## src/rtl/gray_bin_pipe.sv

```systemverilog
// Gray/binary code converter behind a STAGES-deep valid/ready pipeline.
// Each word carries its own mode; the conversion sits in front of stage 1.
module gray_bin_pipe #(
    parameter int WIDTH  = 8,
    parameter int STAGES = 2
) (
    input  logic             clk,
    input  logic             rst_n,
    input  logic             in_valid,
    output logic             in_ready,
    input  logic             in_mode,
    input  logic [WIDTH-1:0] in_data,
    output logic             out_valid,
    input  logic             out_ready,
    output logic             out_mode,
    output logic [WIDTH-1:0] out_data
);

    logic             adv;
    logic [WIDTH-1:0] g2b_word;
    logic [WIDTH-1:0] b2g_word;
    logic [WIDTH-1:0] conv_word;

    logic             valid_reg [STAGES];
    logic             mode_reg  [STAGES];
    logic [WIDTH-1:0] data_reg  [STAGES];

    // The whole pipe moves as one; a bubble at the output lets it advance.
    assign adv      = out_ready || !out_valid;
    assign in_ready = adv;

    genvar gi;

    // Binary bit i is the parity of all Gray bits at or above i.
    generate
        for (gi = 0; gi < WIDTH; gi++) begin : g_g2b
            assign g2b_word[gi] = ^in_data[WIDTH-1:gi];
        end
    endgenerate

    assign b2g_word  = in_data ^ (in_data >> 1);
    assign conv_word = in_mode ? b2g_word : g2b_word;

    generate
        for (gi = 0; gi < STAGES; gi++) begin : g_stage
            logic             valid_next;
            logic             mode_next;
            logic [WIDTH-1:0] data_next;

            if (gi == 0) begin : g_head
                assign valid_next = in_valid;
                assign mode_next  = in_mode;
                assign data_next  = conv_word;
            end else begin : g_body
                assign valid_next = valid_reg[gi-1];
                assign mode_next  = mode_reg[gi-1];
                assign data_next  = data_reg[gi-1];
            end

            always_ff @(posedge clk or negedge rst_n) begin
                if (!rst_n) begin
                    valid_reg[gi] <= 1'b0;
                    mode_reg[gi]  <= 1'b0;
                    data_reg[gi]  <= '0;
                end else if (adv) begin
                    valid_reg[gi] <= valid_next;
                    mode_reg[gi]  <= mode_next;
                    data_reg[gi]  <= data_next;
                end
            end
        end
    endgenerate

    assign out_valid = valid_reg[STAGES-1];
    assign out_mode  = mode_reg[STAGES-1];
    assign out_data  = data_reg[STAGES-1];

endmodule

```

## config.mk

```make
export PLATFORM = sky130hd
export DESIGN_NAME = gray_bin_pipe
export DESIGN_NICKNAME = d
export VERILOG_FILES = /design/src/rtl/gray_bin_pipe.sv
export SDC_FILE = /design/constraint.sdc
export NUM_CORES = 1
export LEC_CHECK = 0
export ABC_AREA = 1
export BUFFER_PORTS_ARGS = -buffer_cell sky130_fd_sc_hd__buf_4
export CORE_UTILIZATION = 51
export DETAILED_ROUTE_END_ITERATION = 12
export GPL_TIMING_DRIVEN = 0
export PLACE_DENSITY = 0.77
export SLEW_MARGIN = 0
export SYNTH_ARGS = -nofsm -noshare
export SYNTH_HDL_FRONTEND = slang
export SYNTH_SLANG_ARGS = --single-unit
```

## constraint.sdc

```tcl
create_clock -name clk -period 2.6 [get_ports clk]
set_input_delay 0.13 -clock clk [delete_from_list [all_inputs] [get_ports clk]]
set_output_delay 0.13 -clock clk [all_outputs]
set_load 0.03 [all_outputs]
```

==> results.cfg <==
[status]
status = finished, final reports clean

[timing]
fmax_mhz = 666
hold_viol = 0
setup-violations-final = 0
finalSetupTns_ps = 0
finClkSkew_ps = 4.88
finalCritPeriodShare = 0.578
fin_ws_ps = 1100
period_needed_ps = 1500
worst_slew_pin_slew_ps = 242
slew_violations = 0
rsz0062_at_grt = false
relSlewSlack = 0.838

[worst_setup_path]
cp_num_buf_inv = 4
worstPathArrival_ps = 1370
path_max_fanout = 10
ff2ff_path_depth = 6
cp.required_ps = 2470
r2r-end = out_data[3]
cp-start-kind = register
startpoint = out_valid
cp-end-kind = output pin
reg2reg_from = out_valid
crit_chain = inv_1 > nor2_2 > inv_2 > buf_2 > buf_4
cpPeakStageDelay_ps = 360
critical_path_class = reg2out
ff2ff_setup_slack_ps = 1490
cpMaxStageDelayCell = dfrtp_1
crit_family = buffers and inverters

[yosys]
synth-simple-area-share = 0.444
ys_ff_latch = 20
synth_cell_types = 14
synth_compound_area_frac = 0.0389
syn_avg_cell_area_um2 = 6.75
synth_xor_xnor_area_share = 0
netlist_area_mm2 = 0.00109
synth_adder_area_share = 0
ys_warn_count = 0
synth_seq_area_share = 0.458
synthCells = 162
synth.mux.area_fraction = 0
syn-num-nets = 175
synth_top_family_by_area = simple AND/OR/NAND/NOR gates

[power]
p_per_area_mw_per_mm2 = 640
leakage_nw = 0.779
vdd_drop_max_uv = 308

[drt]
vias = 996
wirelength_um = 1940
vias_per_cell = 4.59
drtIter0Drc = 19
dr.pass1.iters = 4
drc = 0
detail-route-antenna-nets = 0
wl_per_cell_um = 8.93

[final_layout]
final_core_util = 0.679
antenna_cells = 0
syn_to_final_growth_pct = 23.1
layout_commonest_cell = nand2_1
layout.nets = 204
fin_cells = 217
drive_above_1_share = 0.263
mostFrequentLayoutCells = nand2_1 (97), buf_4 (23), dfrtp_1 (20), nand2_2 (9)

[clocking]
clockBufferDepth = 2
cts_tree = done
clock-sinks = 20
cts_buffers = 3
cts_setup_buffers = 0
clk_pin_slew_ps = 110
root_buffer = clkbuf_4
clock_latency_ps = 290
h-tree-depth = 1

[floorplanning]
die_area_mm2 = 0.00233
io_pins = 24
initial_utilization = 0.552
die_h_um = 48.3
die_x_um = 48.3
core_mm2 = 0.00198
rows = 16

[job]
maxCapViolations = 0

[place]
pre_cts_ws_ps = 1420
place.gp.congestion = 0.827
portBuffers = 23
placed_cells = 212
dpl.hpwl_um = 1540

[grt]
grt-ovfl-total = 0
grt_max_degree = 21
grt_pass1_vias = 898
antenna_found_initial = 0
grt_first_pass_wirelength_um = 3560
grt_usage = 0.193

[hold_path]
hold_class = in2reg
holdPathEnd = g_stage[1].valid_next
min_path_cells = 3
hp-start = in_valid
where the power goes:
part / total [W] / switching, W / internal (W)
Combinational: 0.000291 / 0.000184 / 0.000107
Sequential: 0.000398 / 0.0000293 / 0.000368
Clock: 0.000173 / 0.0000878 / 0.0000853
cell families (layout without fill, tap and decap cells):
kind of cell | after synthesis | in the layout
AO/OA/AOI/OAI | 8 | 8
AND/OR/NAND/NOR | 118 | 118
flip-flops | 20 | 20
buffers and inverters | 16 | 44
per-stage QoR:
stage / area [um2] / power (W) / hold slack [ps]
floorplan: 1090 / 0.000589 / -166
global placement: 1300 / 0.000691 / 14.0
detailed placement: 1300 / 0.000697 / 14.3
CTS: 1350 / 0.000868 / 51.0
global route: 1350 / 0.000921 / 58.1
finish: 1350 / 0.000862 / 45.2
final cells by class:
class	count	area, um2
timing repair buffer	24	183
tap	27	33.8
clock buffer	4	36.3
fill	179	636
inverter	13	50.0
sequential	20	500
multi-input combinational	126	528
buffer	3	15.0
how the worst max path moves through the flow:
stage / end / slack (ps) / cells after the start
CTS: in_ready / 1080 / 5
global route: in_ready / 990 / 5
global placement: in_ready / 1410 / 5
finish: in_ready / 1100 / 5
floorplan: out_data[0] / 1350 / 6
detailed placement: in_ready / 1420 / 5
cells in the mapped netlist:
library cell  instances  area share
nand2_1              97        0.33
nor2_1                2      0.0069
dfrtp_1              20        0.46
o21ai_0               4       0.018
inv_2                 8       0.027
nand2_2               9       0.051
nand3_1               8       0.037
a21oi_1               2      0.0092
nand2_4               1       0.010
nor2_2                1      0.0057
inv_1                 4       0.014
clkinv_2              1      0.0046
buf_2                 3       0.014
a31oi_1               2       0.011
timing repair:
action / CTS / global route
gates resized for setup: 0 / 0
hold buffers: 1 / 0
hold endpoints to repair: 20 / 0
layer usage:
metal / vias up / track usage / share of wire
met2: 22 / 0.329 / 0.48
met3: 2 / 0.0220 / 0.038
li1: 552 / - / -
met1: 420 / 0.239 / 0.47
met4: 0 / 0.103 / 0.0098
met5: - / 0 / 0
flip-flops by register name, summed over array words and instances, names as in the netlist:
register / count
g_stage.data_next: 8
g_stage.mode_next: 1
g_stage.valid_next: 1
out_data: 8
out_mode: 1
out_valid: 1
worst reg2reg max path, stage by stage (launching register included):
cell and delay (ps):
dfrtp_1 360, inv_1 50, nor2_2 170, inv_2 120, buf_2 190, nand2_1 70
nand2_1 40
(Power assumes the default switching activity.)
